### src/rtl/multicycle_ctrl.sv
// multicycle_ctrl
//   Control FSM for the multicycle MIPS datapath. It sequences fetch, decode,
//   execute, memory and write-back from the opcode held in the IR. It stalls
//   in FETCH, MEM_RD and MEM_WR until the memory handshake completes.
//   Outputs are decoded from the state register. Some outputs are also
//   qualified by mem_ready_i (Mealy terms). All outputs are forced low while
//   rst_i is high.
//
// Ports
//   clk_i, rst_i      : rising-edge clock, synchronous active-high reset
//   instr_op_i[5:0]   : opcode IR[31:26], valid from DECODE onward
//   zero_i            : ALU zero flag. The datapath uses it to qualify PCWriteCond_o
//   mem_ready_i       : memory finished the current access this cycle
//   PCWrite_o, PCWriteCond_o, PCSource_o[1:0]   : PC update control
//   IorD_o, MemRead_o, MemWrite_o, IRWrite_o    : memory / IR control
//   MemtoReg_o, RegDst_o, RegWrite_o            : register file control
//   ALUSrcA_o, ALUSrcB_o[1:0], ALU_op_o[2:0]    : ALU operand and op select
//   instr_done_o      : pulse on the last cycle of every instruction
//   illegal_o         : pulse in DECODE for an unsupported opcode
//   mem_err_o         : pulse when a memory wait reaches MEM_TIMEOUT cycles
module multicycle_ctrl #(
  parameter int MEM_TIMEOUT = 15
) (
  input  logic       clk_i,
  input  logic       rst_i,
  input  logic [5:0] instr_op_i,
  input  logic       zero_i,
  input  logic       mem_ready_i,
  output logic       PCWrite_o,
  output logic       PCWriteCond_o,
  output logic [1:0] PCSource_o,
  output logic       IorD_o,
  output logic       MemRead_o,
  output logic       MemWrite_o,
  output logic       IRWrite_o,
  output logic       MemtoReg_o,
  output logic       RegDst_o,
  output logic       RegWrite_o,
  output logic       ALUSrcA_o,
  output logic [1:0] ALUSrcB_o,
  output logic [2:0] ALU_op_o,
  output logic       instr_done_o,
  output logic       illegal_o,
  output logic       mem_err_o
);

  typedef enum logic [3:0] {
    S_FETCH    = 4'd0,
    S_DECODE   = 4'd1,
    S_R_EXEC   = 4'd2,
    S_R_WB     = 4'd3,
    S_I_EXEC   = 4'd4,
    S_I_WB     = 4'd5,
    S_BRANCH   = 4'd6,
    S_JUMP     = 4'd7,
    S_MEM_ADDR = 4'd8,
    S_MEM_RD   = 4'd9,
    S_MEM_WB   = 4'd10,
    S_MEM_WR   = 4'd11
  } state_t;

  localparam logic [5:0] OP_RTYPE = 6'b000000;
  localparam logic [5:0] OP_ADDI  = 6'b001000;
  localparam logic [5:0] OP_SLTI  = 6'b001010;
  localparam logic [5:0] OP_BEQ   = 6'b000100;
  localparam logic [5:0] OP_LW    = 6'b100011;
  localparam logic [5:0] OP_SW    = 6'b101011;
  localparam logic [5:0] OP_J     = 6'b000010;

  localparam logic [2:0] ALU_ADD   = 3'b000;
  localparam logic [2:0] ALU_SUB   = 3'b001;
  localparam logic [2:0] ALU_SLT   = 3'b101;
  localparam logic [2:0] ALU_RTYPE = 3'b110;

  // The counter holds the completed wait cycles before the current one.
  // The wait that brings the count to MEM_TIMEOUT is therefore the one
  // where the counter reads MEM_TIMEOUT-1.
  localparam logic [3:0] WAIT_LAST = 4'(MEM_TIMEOUT - 1);

  state_t     state;
  logic [3:0] wait_cnt;
  logic       in_mem_state;
  logic       waiting;
  logic       timeout;

  // The datapath combines zero_i with PCWriteCond_o. The FSM never needs it.
  logic unused_zero;
  assign unused_zero = zero_i;

  assign in_mem_state = (state == S_FETCH) || (state == S_MEM_RD) || (state == S_MEM_WR);
  assign waiting      = in_mem_state && !mem_ready_i;
  assign timeout      = waiting && (wait_cnt == WAIT_LAST);

  // NOTE: sequential state uses non-blocking (<=) so every register samples
  // pre-edge values; blocking here would create order-dependent races.
  always_ff @(posedge clk_i) begin
    if (rst_i) begin
      state    <= S_FETCH;
      wait_cnt <= '0;
    end else begin
      // Every wait state is entered from a non-waiting cycle, so clearing
      // whenever we are not waiting also covers "clear on entry".
      if (!waiting || timeout) wait_cnt <= '0;
      else                     wait_cnt <= wait_cnt + 4'd1;

      case (state)
        S_FETCH:  if (mem_ready_i) state <= S_DECODE;
        S_DECODE: begin
          case (instr_op_i)
            OP_RTYPE:        state <= S_R_EXEC;
            OP_ADDI, OP_SLTI: state <= S_I_EXEC;
            OP_BEQ:          state <= S_BRANCH;
            OP_LW, OP_SW:    state <= S_MEM_ADDR;
            OP_J:            state <= S_JUMP;
            default:         state <= S_FETCH;
          endcase
        end
        S_R_EXEC:   state <= S_R_WB;
        S_I_EXEC:   state <= S_I_WB;
        S_MEM_ADDR: state <= (instr_op_i == OP_SW) ? S_MEM_WR : S_MEM_RD;
        S_MEM_RD:   if (mem_ready_i) state <= S_MEM_WB;
        S_MEM_WR:   if (mem_ready_i) state <= S_FETCH;
        default:    state <= S_FETCH;  // R_WB, I_WB, BRANCH, JUMP, MEM_WB
      endcase
    end
  end

  // NOTE: every output gets a default before the case. Without it, a state
  // that skips an output would infer a latch.
  always_comb begin
    PCWrite_o     = 1'b0;
    PCWriteCond_o = 1'b0;
    PCSource_o    = 2'b00;
    IorD_o        = 1'b0;
    MemRead_o     = 1'b0;
    MemWrite_o    = 1'b0;
    IRWrite_o     = 1'b0;
    MemtoReg_o    = 1'b0;
    RegDst_o      = 1'b0;
    RegWrite_o    = 1'b0;
    ALUSrcA_o     = 1'b0;
    ALUSrcB_o     = 2'b00;
    ALU_op_o      = ALU_ADD;
    instr_done_o  = 1'b0;
    illegal_o     = 1'b0;
    mem_err_o     = 1'b0;

    if (!rst_i) begin
      mem_err_o = timeout;
      case (state)
        S_FETCH: begin
          MemRead_o = 1'b1;
          ALUSrcB_o = 2'b01;
          IRWrite_o = mem_ready_i;
          PCWrite_o = mem_ready_i;
        end
        S_DECODE: begin
          ALUSrcB_o = 2'b11;
          case (instr_op_i)
            OP_RTYPE, OP_ADDI, OP_SLTI, OP_BEQ, OP_LW, OP_SW, OP_J: ;
            default: begin
              illegal_o    = 1'b1;
              instr_done_o = 1'b1;
            end
          endcase
        end
        S_R_EXEC: begin
          ALUSrcA_o = 1'b1;
          ALU_op_o  = ALU_RTYPE;
        end
        S_I_EXEC: begin
          ALUSrcA_o = 1'b1;
          ALUSrcB_o = 2'b10;
          ALU_op_o  = (instr_op_i == OP_SLTI) ? ALU_SLT : ALU_ADD;
        end
        S_R_WB: begin
          RegDst_o     = 1'b1;
          RegWrite_o   = 1'b1;
          instr_done_o = 1'b1;
        end
        S_I_WB: begin
          RegWrite_o   = 1'b1;
          instr_done_o = 1'b1;
        end
        S_BRANCH: begin
          ALUSrcA_o     = 1'b1;
          ALU_op_o      = ALU_SUB;
          PCWriteCond_o = 1'b1;
          PCSource_o    = 2'b01;
          instr_done_o  = 1'b1;
        end
        S_JUMP: begin
          PCWrite_o    = 1'b1;
          PCSource_o   = 2'b10;
          instr_done_o = 1'b1;
        end
        S_MEM_ADDR: begin
          ALUSrcA_o = 1'b1;
          ALUSrcB_o = 2'b10;
        end
        S_MEM_RD: begin
          MemRead_o = 1'b1;
          IorD_o    = 1'b1;
        end
        S_MEM_WB: begin
          MemtoReg_o   = 1'b1;
          RegWrite_o   = 1'b1;
          instr_done_o = 1'b1;
        end
        S_MEM_WR: begin
          MemWrite_o   = 1'b1;
          IorD_o       = 1'b1;
          instr_done_o = mem_ready_i;
        end
        default: ;
      endcase
    end
  end

endmodule

### config.mk
export PLATFORM = sky130hd
export DESIGN_NAME = multicycle_ctrl
export DESIGN_NICKNAME = d
export VERILOG_FILES = /design/src/rtl/multicycle_ctrl.sv
export SDC_FILE = /design/constraint.sdc
export NUM_CORES = 1
export LEC_CHECK = 0
export BUFFER_PORTS_ARGS = -buffer_cell sky130_fd_sc_hd__buf_2
export CORE_MARGIN = 2
export CORE_UTILIZATION = 52
export DETAILED_ROUTE_END_ITERATION = 8
export GPL_TIMING_DRIVEN = 1
export PLACE_DENSITY_LB_ADDON = 0.25
export SLEW_MARGIN = 20
export SYNTH_ARGS = -nofsm -noshare
export SYNTH_HDL_FRONTEND = slang
export SYNTH_SLANG_ARGS = --single-unit
### constraint.sdc
create_clock -name clk_i -period 3 [get_ports clk_i]
set_input_delay 0.3 -clock clk_i [delete_from_list [all_inputs] [get_ports clk_i]]
set_output_delay 0.3 -clock clk_i [all_outputs]
set_load 0.01 [all_outputs]
Yosys cells after proc, flatten, opt, wreduce, memory -nomap -nowiden
Cells that the tools add are included.

Latch bits: 0. RAM bits: 0. Flip-flop bits (word level): 8. Memories: 0. Logic and storage cells: 83. Bits of input ports: 10. Memory bits (read-only): 0.

Equality and inequality tests: 21. Divide/modulo/power cells: 0. Reduce and logical (&&, ||, !) cells: 20. Magnitude comparators: 0. Add/subtract/negate cells: 1. Shifts and indexed selects: 0. Mux-type cells: 39. $mul: 0. Bitwise logic cells: 0.

Operator list (number): one-hot mux 4 bit (7 select lines) (1); 2-to-1 mux 1 bit (24); == test 4 bit (second input constant) (5); one-hot mux 4 bit (5 select lines) (1); == test 4 x 3 -> 1 bit (second input constant) (4); == test 6 x 4 -> 1 bit (second input constant) (2); == test 6 bit (second input constant) (2); 2-to-1 mux 4 bit (3); OR reduction 2 bit (6); one-hot mux 3 bit (3 select lines) (1); == test 4 x 2 -> 1 bit (second input constant) (2); OR reduction 7 bit (1); == test 6 x 2 -> 1 bit (second input constant) (1); == test 6 x 3 -> 1 bit (second input constant) (1); zero test 6 bit (1); 2-to-1 mux 2 bit (3); 2-to-1 mux 3 bit (2); != test 2 bit (second input constant) (3); one-hot mux 2 bit (3 select lines) (1); OR reduction 5 bit (1); adder 4 x 1 -> 4 bit (second input constant) (1); == test 4 x 1 -> 1 bit (second input constant) (1); zero test 4 bit (1); one-hot mux 2 bit (2 select lines) (1); other kinds (8) (12).

Logic depth before layout (Yosys ltp)
Depth in word-level cells: 7. Depth in mapped cells: 6.

Least setup slack after synthesis
OpenSTA, ideal clock, no wires.

Path type: register to output. Start: register state[3]. End: output port mem_err_o. Setup slack: 1.363 ns. Required time: 2.700 ns. Cell stages (with the launch flop): 7. Arrival time: 1.337 ns. Buffers on the path: 2. Cell sequence: dfxtp_1 buf_6 nor3_2 a21oi_1 or4_1 buf_2 nor2b_1.

Longest elaborated chain between the ends: 6. Elaborated cells on any way between the ends: 8. Classes of those cells: eq/ne (2); mux (1); reduce/logical (5).

RTL lines: start, declared (line 80) `state_t state;`; start signal, assigned (line 120) `S_MEM_ADDR: state <= (instr_op_i == OP_SW) ? S_MEM_WR : S_MEM_RD;`; == test 4 bit / zero test 4 bit (equally long branches) (line 90) `assign in_mem_state = (state == S_FETCH) || (state == S_MEM_RD) || (state == S_MEM_WR);`; logical OR 1 bit (line 90); logical OR 1 bit * (line 90); logical AND 1 bit * (line 91) `assign waiting = in_mem_state && !mem_ready_i;`; logical AND 1 bit * (line 92) `assign timeout = waiting && (wait_cnt == WAIT_LAST);`; 2-to-1 mux 1 bit * (line 148) `if (!rst_i) begin`; end, declared (line 44) `output logic mem_err_o`.

Every way passes the cells marked *; elsewhere a longest branch is shown, timed or not.

Worst setup path after layout
Ends and elaborated chain as after synthesis.

==> out/qor.csv <==
stage,metric,value,unit
global_route,track_usage,0.221,
timing,worst_slew_pin_slew,0.770,ns
synth,ys_ff_latch,8,
place,gp_congestion,0.831,
global_route,grt_pass1_wl,3270,um
route,wl_per_cell,13.3,um
timing,fin_tns_setup,0,ns
clock_network,path_clk_slew,0.06,ns
timing,max_freq,435,MHz
timing,fin_crit_sh,0.767,
clock_network,post-cts-setup-buffers,0,
clock_network,cts_tree,yes,
job,maxCapViolCount,0,
setup_path,r2r_setup_slack,1.15,ns
route,vias,901,
clock_network,cts_max_path_buffers,2,
synth,syn_area_per_cell,7.21,um2
route,drc,0,
clock_network,clkSinkCount,8,
route,drt_first_pass_iters,4,
setup_path,crit_start,state[3]$_SDFFE_PP0P_,
route,wl,2000,um
clock_network,clk_latency,0.26,ns
synth,syn_nets,127,
final_layout,fin_nets,148,
timing,rsz0062_at_grt,false,
die,core_area,1510,um2
global_route,antenna_found_initial,0,
global_route,grt_pass1_vias,724,
route,vias_per_cell,6.01,
die,pin_count,30,
route,postRouteAntennaNets,0,
synth,yosysSeqAreaShare,0.193,
die,std_cell_rows,14,
pwr,vdd_ir_drop_max,0.142,mV
place,preCtsSetupSlack,0.995,ns
synth,syn_inst,115,
timing,hold_viol,0,
setup_path,required,2.70,ns
timing,min_period,2.30,ns
die,die_area,1930,um2
clock_network,cts_root_buf,clkbuf_4,
final_layout,area_delta_synth_final,14.2,%
global_route,grt_overflow,0,
setup_path,critPathKind,flop to primary output,
pwr,leakage,0.403,nW
final_layout,layout_commonest_cell,buf_2,
setup_path,critPathCapture,mem_err_o,
setup_path,ff2ff_path_depth,4,
timing,clock_skew,0.00162,ns
setup_path,critPathMaxFanout,19,
timing,relSlewSlack,0.486,
synth,ys_types,43,
setup_path,r2r_start,state[3]$_SDFFE_PP0P_,
clock_network,numCtsBuffers,3,
setup_path,crit_path_max_incr_delay,0.76,ns
setup_path,critPathSlowestCell,dfxtp_1,
synth,ys_async_sr_fraction,0,
setup_path,end_kind,primary output,
synth,synth_flop_cell,dfxtp_1,
setup_path,crit_path_cell_trace,a21oi_1 > or4_1 > nor2b_1 > buf_2,
final_layout,num_antenna_cells,0,
synth,synth_edf_count,0,
synth,yosysWarnings,0,
global_route,grt_max_degree,25,
place,port_buffers,28,
clock_network,cts-resized-gates,0,
setup_path,worstPathArrival,2.00,ns
synth,syn_area,830,um2
pwr,power_density,307,nW/um2
clock_network,cts_hold_buf,0,
setup_path,reg2reg_to,state[1]$_SDFFE_PP0P_,
final_layout,layout-drive-gt1-share,0.291,
run_status,status,finished clean,
final_layout,final_cell_mix,"buf_2 (28), nor2_1 (10), a21oi_1 (10), dfxtp_1 (8)",
route,drt_iter0_markers,10,
timing,worst_slack,0.700,ns
die,die_h,43.9,um
pwr,power.total,0.291,mW
min_path,worstHoldPathType,primary input to flop,
place,dpl.hpwl,1360,um
die,die_x,43.9,um
timing,setup_viol,0,
timing,slew_violations,0,
clock_network,cts_max_level,1,
die,start_util,0.551,
min_path,hp-start,rst_i,
setup_path,startpoint_type,flop,
worst max-delay path, delay by kind of cell (launching register included):
family | cells | cell delay [ns]
flip-flops | 1 | 0.76
buffers and inverters | 1 | 0.14
AO/OA/AOI/OAI | 1 | 0.12
AND/OR/NAND/NOR | 2 | 0.73
cell type report:
| type | count | area, um2 |
|---|---|---|
| well taps | 16 | 20.0 |
| inverters | 4 | 15.0 |
| clock buffers | 3 | 22.5 |
| multi-input cells | 91 | 589 |
| flip-flops and latches | 8 | 160 |
| repair buffers | 28 | 140 |
| fillers | 144 | 559 |
kinds of logic (layout without fill, tap and decap cells):
| family | after synthesis | in the layout | share of synthesized area |
|---|---|---|---|
| AND/OR/NAND/NOR | 56 | 56 | 0.415 |
| AO/OA/AOI/OAI | 28 | 28 | 0.210 |
| multiplexers | 1 | 1 | 0.0121 |
| adder cells (fa/ha/maj) | 3 | 3 | 0.0422 |
| buffers and inverters | 16 | 35 | 0.0965 |
| XOR/XNOR | 3 | 3 | 0.0317 |
| flip-flops | 8 | 8 | 0.193 |
power by group:
| group | total [mW] | switching (mW) | internal (mW) |
|---|---|---|---|
| clock | 0.0851 | 0.0392 | 0.0460 |
| sequential | 0.126 | 0.0155 | 0.111 |
| combinational | 0.0797 | 0.0441 | 0.0356 |
routing by layer:
metal | vias up | global-route usage | routed length (um)
met5 | - | 0 | 0
met3 | 4 | 0.0167 | 91
li1 | 458 | - | -
met4 | 0 | 0.0909 | 28
met1 | 419 | 0.276 | 888
met2 | 20 | 0.385 | 988
cell usage after synthesis (2+ instances only):
cell	instances	share of area
a21oi_1	10	0.060
a31oi_1	2	0.015
and4b_1	2	0.024
buf_2	7	0.042
clkbuf_1	3	0.014
dfxtp_1	8	0.19
ha_1	2	0.030
inv_1	4	0.018
nand2_1	3	0.014
nand2b_1	5	0.038
nand3_1	3	0.018
nor2_1	10	0.045
nor2b_1	5	0.038
nor3_1	7	0.042
nor3_2	3	0.036
nor4_1	5	0.038
o21ai_0	7	0.042
or2_2	2	0.015
or3_1	2	0.015
xor2_1	2	0.021
registers in the layout (all words and copies together) (netlist names):
name / count
wait_cnt: 4
state: 4
how the worst min path moves through the flow:
stage,endpoint,slack (ns),depth (start not counted)
final,state[2]$_SDFFE_PP0P_,0.43,2
after global routing,state[2]$_SDFFE_PP0P_,0.46,2
after CTS,state[2]$_SDFFE_PP0P_,0.43,2
after global placement,wait_cnt[3]$_SDFF_PP0_,0.49,2
after detailed placement,wait_cnt[3]$_SDFF_PP0_,0.49,2
after floorplan,wait_cnt[3]$_SDFF_PP0_,0.47,2
stage by stage:
stage / area, um2 / instances / utilization / hold WS, ns
floorplan: 830 / 115 / - / 0.466
global placement: 925 / 147 / 0.614 / 0.485
detailed placement: 925 / 147 / 0.614 / 0.495
CTS: 947 / 150 / 0.629 / 0.425
global route: 947 / 150 / 0.629 / 0.460
finish: 947 / 150 / 0.629 / 0.433
(Power assumes the default switching activity.)
